`src/rtl/key_debounce_pkg.sv`:
```
// Shared constants and helpers for the push-button debouncer.
package key_debounce_pkg;

  localparam int DEFAULT_DEBOUNCE_CYCLES = 240000;

  // Counter width for a given debounce length; never narrower than one bit.
  function automatic int cnt_width(input int cycles);
    int w;
    w = $clog2(cycles);
    return (w < 1) ? 1 : w;
  endfunction

endpackage

```
`src/rtl/key_sync.sv`:
```
// Two-flop synchronizer for one asynchronous level; both flops reset to RESET_VAL.
module key_sync #(
  parameter logic RESET_VAL = 1'b0
) (
  input  logic clk,
  input  logic rst,
  input  logic d,
  output logic q
);

  logic s1;

  always_ff @(posedge clk or posedge rst) begin
    if (rst) begin
      s1 <= RESET_VAL;
      q  <= RESET_VAL;
    end else begin
      s1 <= d;
      q  <= s1;
    end
  end

endmodule

```
`src/rtl/key_debounce.sv`:
```
// Debounces one push-button and emits a one-cycle key_pulse per qualified press.
// Optional release strobe key_release_pulse under macro DEBOUNCE_RELEASE_PULSE_EN.
module key_debounce
  import key_debounce_pkg::*;
#(
  parameter int DEBOUNCE_CYCLES = DEFAULT_DEBOUNCE_CYCLES,
  parameter bit KEY_ACTIVE_LOW  = 1'b1
) (
  input  logic clk,
  input  logic rst,
  input  logic key,
  output logic key_pulse
`ifdef DEBOUNCE_RELEASE_PULSE_EN
  ,
  output logic key_release_pulse
`endif
);

  localparam logic          REL     = KEY_ACTIVE_LOW ? 1'b1 : 1'b0;
  localparam int            CW      = cnt_width(DEBOUNCE_CYCLES);
  localparam logic [CW-1:0] CNT_MAX = CW'(DEBOUNCE_CYCLES - 1);

  logic          s2;
  logic          db;
  logic          db_d;
  logic [CW-1:0] cnt;

  key_sync #(
    .RESET_VAL (REL)
  ) u_key_sync (
    .clk (clk),
    .rst (rst),
    .d   (key),
    .q   (s2)
  );

  // db_d lags db by one edge so the strobe lands on the edge after db changes.
  always_ff @(posedge clk or posedge rst) begin
    if (rst) begin
      cnt       <= '0;
      db        <= REL;
      db_d      <= REL;
      key_pulse <= 1'b0;
    end else begin
      db_d      <= db;
      key_pulse <= (db != REL) && (db_d == REL);
      if (s2 == db) begin
        cnt <= '0;
      end else if (cnt == CNT_MAX) begin
        db  <= s2;
        cnt <= '0;
      end else begin
        cnt <= cnt + 1'b1;
      end
    end
  end

`ifdef DEBOUNCE_RELEASE_PULSE_EN
  always_ff @(posedge clk or posedge rst) begin
    if (rst) begin
      key_release_pulse <= 1'b0;
    end else begin
      key_release_pulse <= (db == REL) && (db_d != REL);
    end
  end
`else
  // Release events are silent in this build.
`endif

endmodule

```
`config.mk`:
```
export PLATFORM = sky130hd
export DESIGN_NAME = key_debounce
export DESIGN_NICKNAME = d
export VERILOG_FILES = /design/src/rtl/key_debounce_pkg.sv /design/src/rtl/key_sync.sv /design/src/rtl/key_debounce.sv
export SDC_FILE = /design/constraint.sdc
export NUM_CORES = 1
export LEC_CHECK = 0
export CAP_MARGIN = 40
export CORE_MARGIN = 10
export CORE_UTILIZATION = 44
export DETAILED_ROUTE_END_ITERATION = 12
export GPL_TIMING_DRIVEN = 0
export PLACE_DENSITY_LB_ADDON = 0.08
export REMOVE_ABC_BUFFERS = 1
export SKIP_LAST_GASP = 1
export SLEW_MARGIN = 20
export SYNTH_ARGS = -nofsm -noshare
export SYNTH_HDL_FRONTEND = slang
export SYNTH_HIERARCHICAL = 1
export SYNTH_SLANG_ARGS = --single-unit
```
`constraint.sdc`:
```
create_clock -name clk -period 3.4 [get_ports clk]
set_input_delay 0.34 -clock clk [delete_from_list [all_inputs] [get_ports clk]]
set_output_delay 0.34 -clock clk [all_outputs]
set_load 0.005 [all_outputs]
```
==> Yosys cells after proc, flatten, opt, wreduce, memory -nomap -nowiden <==
Cells that the tools add are included.
{ "totals": {"regBits": 23, "latchBits": 0, "ramBits": 0, "romBits": 0, "inputBits": 3, "out_inout_bits": 1, "elab_cells": 15, "n_memories": 0} }
{ "op_classes": {"addsub": 1, "multipliers": 0, "div_mod_pow": 0, "magnitude_cmp": 0, "eq_ne": 2, "shifts": 0, "n_mux": 2, "bitwise_logic": 2, "n_reduce_logical": 2} }
{ "ops": {"columns": ["operator", "n"], "rows": [
  ["18-bit two-way mux", 2],
  ["18-bit by 1-bit adder with 18-bit output, second input constant", 1],
  ["18-bit == test, second input constant", 1],
  ["1-bit NOT", 2],
  ["2-bit AND reduction", 1],
  ["1-bit == test", 1],
  ["1-bit logical AND", 1]
]} }

==> Depth between registers and ports, before layout <==
Gate-level depths: netlist (run 1).
{ "depth": {"depth_word": 3, "mapped_depth": 6, "ltp_nobuf": 5} }

==> Cells and area by module <==
The synthesis (run 1) kept the hierarchy.
{ "modules_own_cells": {"columns": ["module", "n_inst", "cells_each", "area_each_um2", "seq_area_each_um2"], "rows": [
  ["key_debounce", 1, 102, 1041.0, 528.0],
  ["key_sync", 1, 3, 56.3, 52.6]
]} }

==> Least setup slack after synthesis (run 1) <==
OpenSTA, ideal clock, no wires.
{ "synth_path": {"kind": "reg-to-reg", "from": "register cnt[8]", "to": "register cnt[17]", "arrival_ns": 1.559, "required_ns": 3.327, "slack_ns": 1.767, "path_stages_with_launch": 5, "n_path_buf": 0, "period_less_slack_ns": 1.633, "cell_sequence": "dfrtp_1 > nand4_2 > or3_4 > or4_4 > a21oi_2"} }
{ "synth_via": {"elab_chain_cells": 3} }
{ "synth_lines": {"columns": ["element", "line", "rtl"], "rows": [
  ["start, declared", "key_debounce.sv:26", "logic [CW-1:0] cnt;"],
  ["start signal, assigned", "key_debounce.sv:53", "cnt <= cnt + 1'b1;"],
  ["18-bit by 1-bit adder with 18-bit output / 18-bit == test (equally long branches)", "key_debounce.sv:53, key_debounce.sv:49", null],
  ["18-bit two-way mux (*)", "key_debounce.sv:49", "end else if (cnt == CNT_MAX) begin"],
  ["18-bit two-way mux (*)", "key_debounce.sv:47", "if (s2 == db) begin"]
]} }
Mark *: on every way between the ends. The rest lies on a longest branch, timed or not.
A chain may end at the register's enable or synchronous reset.

==> Final worst setup path (run 1) <==
{ "layout_path": {"from": "register cnt[8]", "to": "register cnt[12]"} }
Same word-level chain as after synthesis.

==> results of run 1 <==
==> sequential cells by signal (all words and copies together) (netlist names) <==
| register | count |
|---|---|
| u_key_sync/s1 | 1 |
| cnt | 18 |
| db_d | 1 |
| u_key_sync/q | 1 |
| key_pulse | 1 |
| db | 1 |
==> worst register-to-register path, cell delays in order, from the launching register on <==
cell,delay (ns)
dfrtp_1,0.47
or3b_1,0.43
o31ai_4,0.70
nor2_1,0.13
==> per-layer routing <==
metal	vias up	global-route usage (%)
met1	369	10.5
met3	2	1.84
met4	0	4.39
met2	6	12.4
li1	375	-
met5	-	0
==> cells in the mapped netlist (all sizes together) <==
cell type   n  area share, %
mux2        1            1.0
nor2b       1           0.57
a21oi       2            1.3
and3        1           0.57
a21boi      1           0.68
nand2       7            2.4
ha          1            1.1
o31ai       2            2.6
xor2        6            4.8
nor3        3            1.4
dfrtp      19             43
and4b       1           0.91
nand4       6            4.0
xnor2       8            6.4
nor4        3            1.7
nor2       17            5.8
or4         1            1.0
and2        1           0.57
or3         4            2.7
nand3       5            2.3
and4        1           0.91
buf         2           0.91
dfstp       4            9.6
or3b        1           0.80
o21ai       2           0.91
inv         5            1.7
==> layout make-up <==
class | instances | area, sq um | area share (%)
repair buffers | 4 | 45.0 | 3.76
multi-input cells | 75 | 488 | 40.8
well taps | 30 | 37.5 | 3.13
clock inverters | 1 | 5.00 | 0.418
clock buffers | 3 | 22.5 | 1.88
flip-flops and latches | 23 | 581 | 48.5
inverters | 5 | 18.8 | 1.57
==> cell families (layout without fill, tap and decap cells) <==
family / count (synthesis) / count (layout) / synth area share (%)
XOR/XNOR: 14 / 14 / 11.2
adder cells (fa/ha/maj): 1 / 1 / 1.14
multiplexers: 1 / 1 / 1.03
AO/OA/AOI/OAI: 7 / 7 / 5.47
buffers and inverters: 7 / 13 / 2.62
flip-flops: 23 / 23 / 52.9
AND/OR/NAND/NOR: 52 / 52 / 25.7
==> how the worst max path moves through the flow <==
| stage | from | endpoint | depth (start not counted) |
|---|---|---|---|
| floorplan | cnt[8] | cnt[17] | 4 |
| finish | cnt[8] | cnt[12] | 3 |
| global placement | cnt[8] | cnt[10] | 3 |
| detailed placement | cnt[8] | cnt[5] | 3 |
| CTS | cnt[8] | cnt[12] | 3 |
| global route | cnt[8] | cnt[10] | 3 |
==> per-stage QoR <==
| step | worst slack (ns) | std cells | instance area [sq um] | power (mW) |
|---|---|---|---|---|
| 4_1_cts | 1.53 | 140 | 1180 | 0.433 |
| 2_1_floorplan | 1.77 | 103 | 1090 | 0.299 |
| 6_report | 1.53 | 141 | 1200 | 0.425 |
| 5_1_grt | 1.40 | 141 | 1200 | 0.453 |
| 3_3_place_gp | 1.59 | 136 | 1150 | 0.305 |
| 3_5_place_dp | 1.55 | 136 | 1150 | 0.306 |
==> report_power, final <==
group | leakage [nW] | internal, mW | total (mW) | switching (mW)
Clock | 0.0177 | 0.0439 | 0.123 | 0.0792
Combinational | 0.159 | 0.00764 | 0.0200 | 0.0124
Sequential | 0.305 | 0.279 | 0.282 | 0.00350
Total | 0.482 | 0.330 | 0.425 | 0.0951
==> flow_metrics.py, run 1 <==
metrics = {
    "status": {
        "status": "complete, no violations",
    },
    "critical_path": {
        "slowest_delay_ns": 0.70,
        "worstPathArrival_ns": 2.04,
        "critPathTopFamily": "compound AO/OA/AOI/OAI gates",
        "critPathBufInv": 0,
        "cp_cell_sequence": "or3b_1, o31ai_4, nor2_1",
        "rrSetupSlack_ns": 1.53,
        "end_kind": "register",
        "critPathMaxFanout": 17,
        "path_class": "register to register",
        "crit_slowest_cell": "o31ai_4",
        "reg2reg_depth": 3,
        "cp.required_ns": 3.57,
        "cp-start-kind": "register",
        "rr_endpoint": "cnt[12]",
        "r2r-start": "cnt[8]",
    },
    "sta": {
        "min_period_ns": 1.87,
        "finClkSkew_ns": 0.00301,
        "rsz0062_at_grt": "no",
        "hold_viol_final": 0,
        "maxSlewViolCount": 0,
        "fmaxAchievable_ghz": 0.535,
        "setup_viol": 0,
        "timing.hold.ws_ns": 0.303,
        "tns_ns": 0,
        "layout_worst_path_cycle_share_pct": 55.0,
        "tightest_slew_ns": 0.750,
        "slew-limit-headroom_pct": 50.0,
    },
    "final_layout": {
        "n_antenna_cell": 0,
        "syn_to_final_growth_pct": 9.12,
        "drive_above_1_share_pct": 14.4,
        "final_nets": 116,
        "final_core_util_pct": 49.2,
        "nFillCells": 229,
        "layout_commonest_cell": "dfrtp_1",
        "final_cell_mix": "dfrtp_1 (19), nor2_1 (17), xnor2_1 (8)",
    },
    "logic_synthesis": {
        "ys_warn_count": 6,
        "synth.avg_cell_area_sq_um": 10.5,
        "ys_seq_area_share_pct": 52.9,
        "synth-seq-cells": 23,
        "synth_cells": 105,
        "syn_area_sq_um": 1100,
        "synth_cell_types": 30,
    },
    "place": {
        "hpwl_microns": 1320,
        "port_buffers": 3,
        "gp_congestion": 0.840,
    },
    "grt": {
        "grt_usage_pct": 8.20,
        "grt_pass1_wl_microns": 3440,
        "grt_max_degree": 22,
        "antenna_found_initial": 0,
        "overflow": 0,
        "grt_pass1_vias": 763,
    },
    "drt": {
        "drcViolationCount": 0,
        "routed_wl_microns": 1870,
        "dr.pass1.iters": 4,
        "dr_total_vias": 752,
        "ant_nets": 0,
        "routedWlPerCell_microns": 13.2,
        "wl_met3_microns": 48,
        "highest_layer": "met4",
        "wl_met1_microns": 942,
        "wl_met2_microns": 855,
        "drt_iter0_drc": 41,
        "viasPerCell": 5.33,
    },
    "pwr": {
        "p_leak_nw": 0.482,
        "p_per_area_nw_per_um2": 355,
        "vdd_drop_max_uv": 233,
    },
    "floorplanning": {
        "die_w_microns": 69.9,
        "num_rows": 18,
        "initial_core_util_pct": 45.1,
        "die_y_microns": 69.9,
        "die_area_sq_um": 4890,
        "core-area_sq_um": 2430,
        "ios": 4,
    },
    "clock_network": {
        "clock-sinks": 23,
        "post_cts_buffers": 0,
        "cts_buffers": 3,
        "htree_levels": 1,
        "clock_latency_ns": 0.30,
        "cts-hold-fix-buffers": 0,
        "path_clk_slew_ns": 0.12,
        "cts_buffer_depth": 2,
        "cts_tree": "yes",
        "cts.repair.resized": 0,
        "cts_root_buf": "clkbuf_4",
    },
    "run": {
        "max_cap_viol_count": 0,
    },
    "min_path": {
        "holdCritPathClass": "primary input to async pin",
    },
}
Note: power is estimated with default switching activity, not from simulation.
==> run 2: changes to the inputs <==
clock period = 1.95 ns   (was 3.4 ns; I/O delays follow)
==> run 2 against run 1 <==
Effect of this change:
- sequential power up 74%
- critical path depth grew 1
- sequential cell count is the same
- first-iteration DRC count down 2.4%
- clock skew is 0.0017 ns higher
- critical path type unchanged
- utilization rose by 0.93 points
- die area did not move
- power increased by 77%
- clock power increased by 78%
- final cell count up 2.1%
- non-clock buffer count is 3 higher
==> flow_metrics.py, run 2 (synthesized netlist as in run 1, its figures left out) <==
metrics = {
    "final_layout": {
        "syn_to_final_growth_pct": 11.2,
        "final_cell_mix": "dfrtp_1 (19), nor2_1 (17), xnor2_1 (8)",
        "final_nets": 119,
        "layout.cells.non_filler": 144,
        "drive_above_1_share_pct": 16.7,
        "final_area_sq_um": 1220,
        "layout_commonest_cell": "dfrtp_1",
        "largest_register_ffs": 18,
        "final_core_util_pct": 50.2,
        "nFillCells": 226,
        "top_register": "cnt",
        "n_antenna_cell": 0,
    },
    "grt": {
        "antenna_found_initial": 0,
        "grt_max_degree": 22,
        "grt_util_met3_pct": 1.84,
        "met1_usage_pct": 10.5,
        "globalRouteMet2Util_pct": 12.4,
        "grt_pass1_wl_microns": 3440,
        "grt-busiest-layer": "met2",
        "grt_usage_pct": 8.20,
        "overflow": 0,
        "grt_pass1_vias": 763,
    },
    "floorplanning": {
        "num_rows": 18,
        "ios": 4,
        "core-area_sq_um": 2430,
        "die_y_microns": 69.9,
        "die_w_microns": 69.9,
        "initial_core_util_pct": 45.1,
        "die_area_sq_um": 4890,
    },
    "sta": {
        "maxSlewViolCount": 0,
        "tightest_slew_ns": 0.339,
        "min_period_ns": 1.78,
        "tns_ns": 0,
        "setup_viol": 0,
        "slew-limit-headroom_pct": 77.2,
        "finClkSkew_ns": 0.00473,
        "fmaxAchievable_ghz": 0.561,
        "hold_viol_final": 0,
        "layout_worst_path_cycle_share_pct": 91.4,
        "rsz0062_at_grt": "no",
    },
    "pwr": {
        "p_per_area_nw_per_um2": 616,
        "power_switching_uw": 172,
        "p_clk_share_pct": 29.2,
        "vdd_drop_max_uv": 412,
        "total_power_uw": 751,
        "sw_frac_of_total_pct": 22.9,
        "p_leak_nw": 0.496,
        "p_comb_share_pct": 5.3,
        "power_frac_seq_pct": 65.5,
        "p_int_uw": 580,
    },
    "place": {
        "place_area_sq_um": 1150,
        "hpwl_microns": 1320,
        "gp_congestion": 0.840,
        "port_buffers": 3,
        "dp_cells": 136,
    },
    "drt": {
        "ant_nets": 0,
        "routedWlPerCell_microns": 13.3,
        "drt_iter0_drc": 40,
        "routed_wl_microns": 1920,
        "dr.pass1.iters": 4,
        "dr_total_vias": 752,
        "viasPerCell": 5.22,
        "drcViolationCount": 0,
    },
    "critical_path": {
        "critPathMaxFanout": 6,
        "rr_endpoint": "cnt[17]",
        "r2r-start": "cnt[8]",
        "critPathBufInv": 0,
        "critPathTopFamily": "simple AND/OR/NAND/NOR gates",
        "rrSetupSlack_ns": 0.17,
        "end_kind": "register",
        "slowest_delay_ns": 0.49,
        "worstPathArrival_ns": 2.03,
        "startpoint": "cnt[8]",
        "cp-start-kind": "register",
        "crit_slowest_cell": "or4_4",
        "cp_cell_sequence": "nand4_2, or3_4, or4_4, a21oi_2",
        "reg2reg_depth": 4,
        "cp.required_ns": 2.19,
        "path_class": "register to register",
    },
    "clock_network": {
        "cts.repair.resized": 0,
        "cts_tree": "yes",
        "path_clk_slew_ns": 0.13,
        "cts_buffer_depth": 2,
        "clock_latency_ns": 0.31,
        "htree_levels": 1,
        "cts_root_buf": "clkbuf_4",
        "clock-sinks": 23,
        "cts_buffers": 3,
        "cts-hold-fix-buffers": 0,
    },
    "run": {
        "max_cap_viol_count": 0,
    },
    "min_path": {
        "holdCritPathClass": "primary input to async pin",
    },
    "status": {
        "status": "complete, no violations",
    },
}
==> run 2: cell count changes in the layout (fill, tap and decap cells not counted), sizes merged <==
cell | before | now
buf | 1 | 4
==> run 2: routing by layer <==
| metal | vias up | share of wire (%) | routed length, microns |
|---|---|---|---|
| met5 | - | 0 | 0 |
| met3 | 2 | 2.1 | 40 |
| met2 | 2 | 44 | 847 |
| met4 | 0 | 1.0 | 20 |
| met1 | 369 | 53 | 1010 |
| li1 | 379 | - | - |
==> run 2: layout make-up <==
cell class | instances | area, sq um | share of cell area [%]
well taps | 30 | 37.5 | 3.08
clock buffers | 3 | 22.5 | 1.85
flip-flops and latches | 23 | 581 | 47.6
inverters | 5 | 18.8 | 1.54
repair buffers | 7 | 67.6 | 5.54
clock inverters | 1 | 5.00 | 0.410
multi-input cells | 75 | 488 | 40.0
==> run 2: worst max-delay path by stage <==
| stage | end | slack, ns | cells after the start |
|---|---|---|---|
| 5_1_grt | cnt[17] | 0.08 | 4 |
| 2_1_floorplan | cnt[17] | 0.32 | 4 |
| 3_3_place_gp | cnt[10] | 0.14 | 3 |
| 3_5_place_dp | cnt[5] | 0.10 | 3 |
| 6_report | cnt[17] | 0.17 | 4 |
| 4_1_cts | cnt[12] | 0.08 | 3 |
==> run 2: per-stage QoR <==
stage                     worst slack (ns)  hold slack [ns]
after floorplan                      0.316            0.107
after global placement               0.136            0.345
after detailed placement             0.104            0.352
after CTS                           0.0767            0.209
after global routing                0.0758            0.176
final                                0.167            0.153
==> run 2: power by group through the flow <==
stage | clock network [mW] | logic, mW | registers [mW]
floorplan | 0 | 0.0222 | 0.499
global placement | 0 | 0.0321 | 0.500
detailed placement | 0 | 0.0326 | 0.501
CTS | 0.231 | 0.0328 | 0.492
global route | 0.256 | 0.0453 | 0.493
finish | 0.219 | 0.0400 | 0.492
==> run 2: repair_timing <==
action / CTS / global route
setup endpoints to repair: 0 / 15
endpoints found under the hold margin: 0 / 0
setup buffers: 0 / 3
==> run 2: worst reg2reg max path: cells and delay by family, from the launching register on <==
family	cells	cell delay, ns
flip-flops	1	0.48
AND/OR/NAND/NOR	3	1.10
AO/OA/AOI/OAI	1	0.15
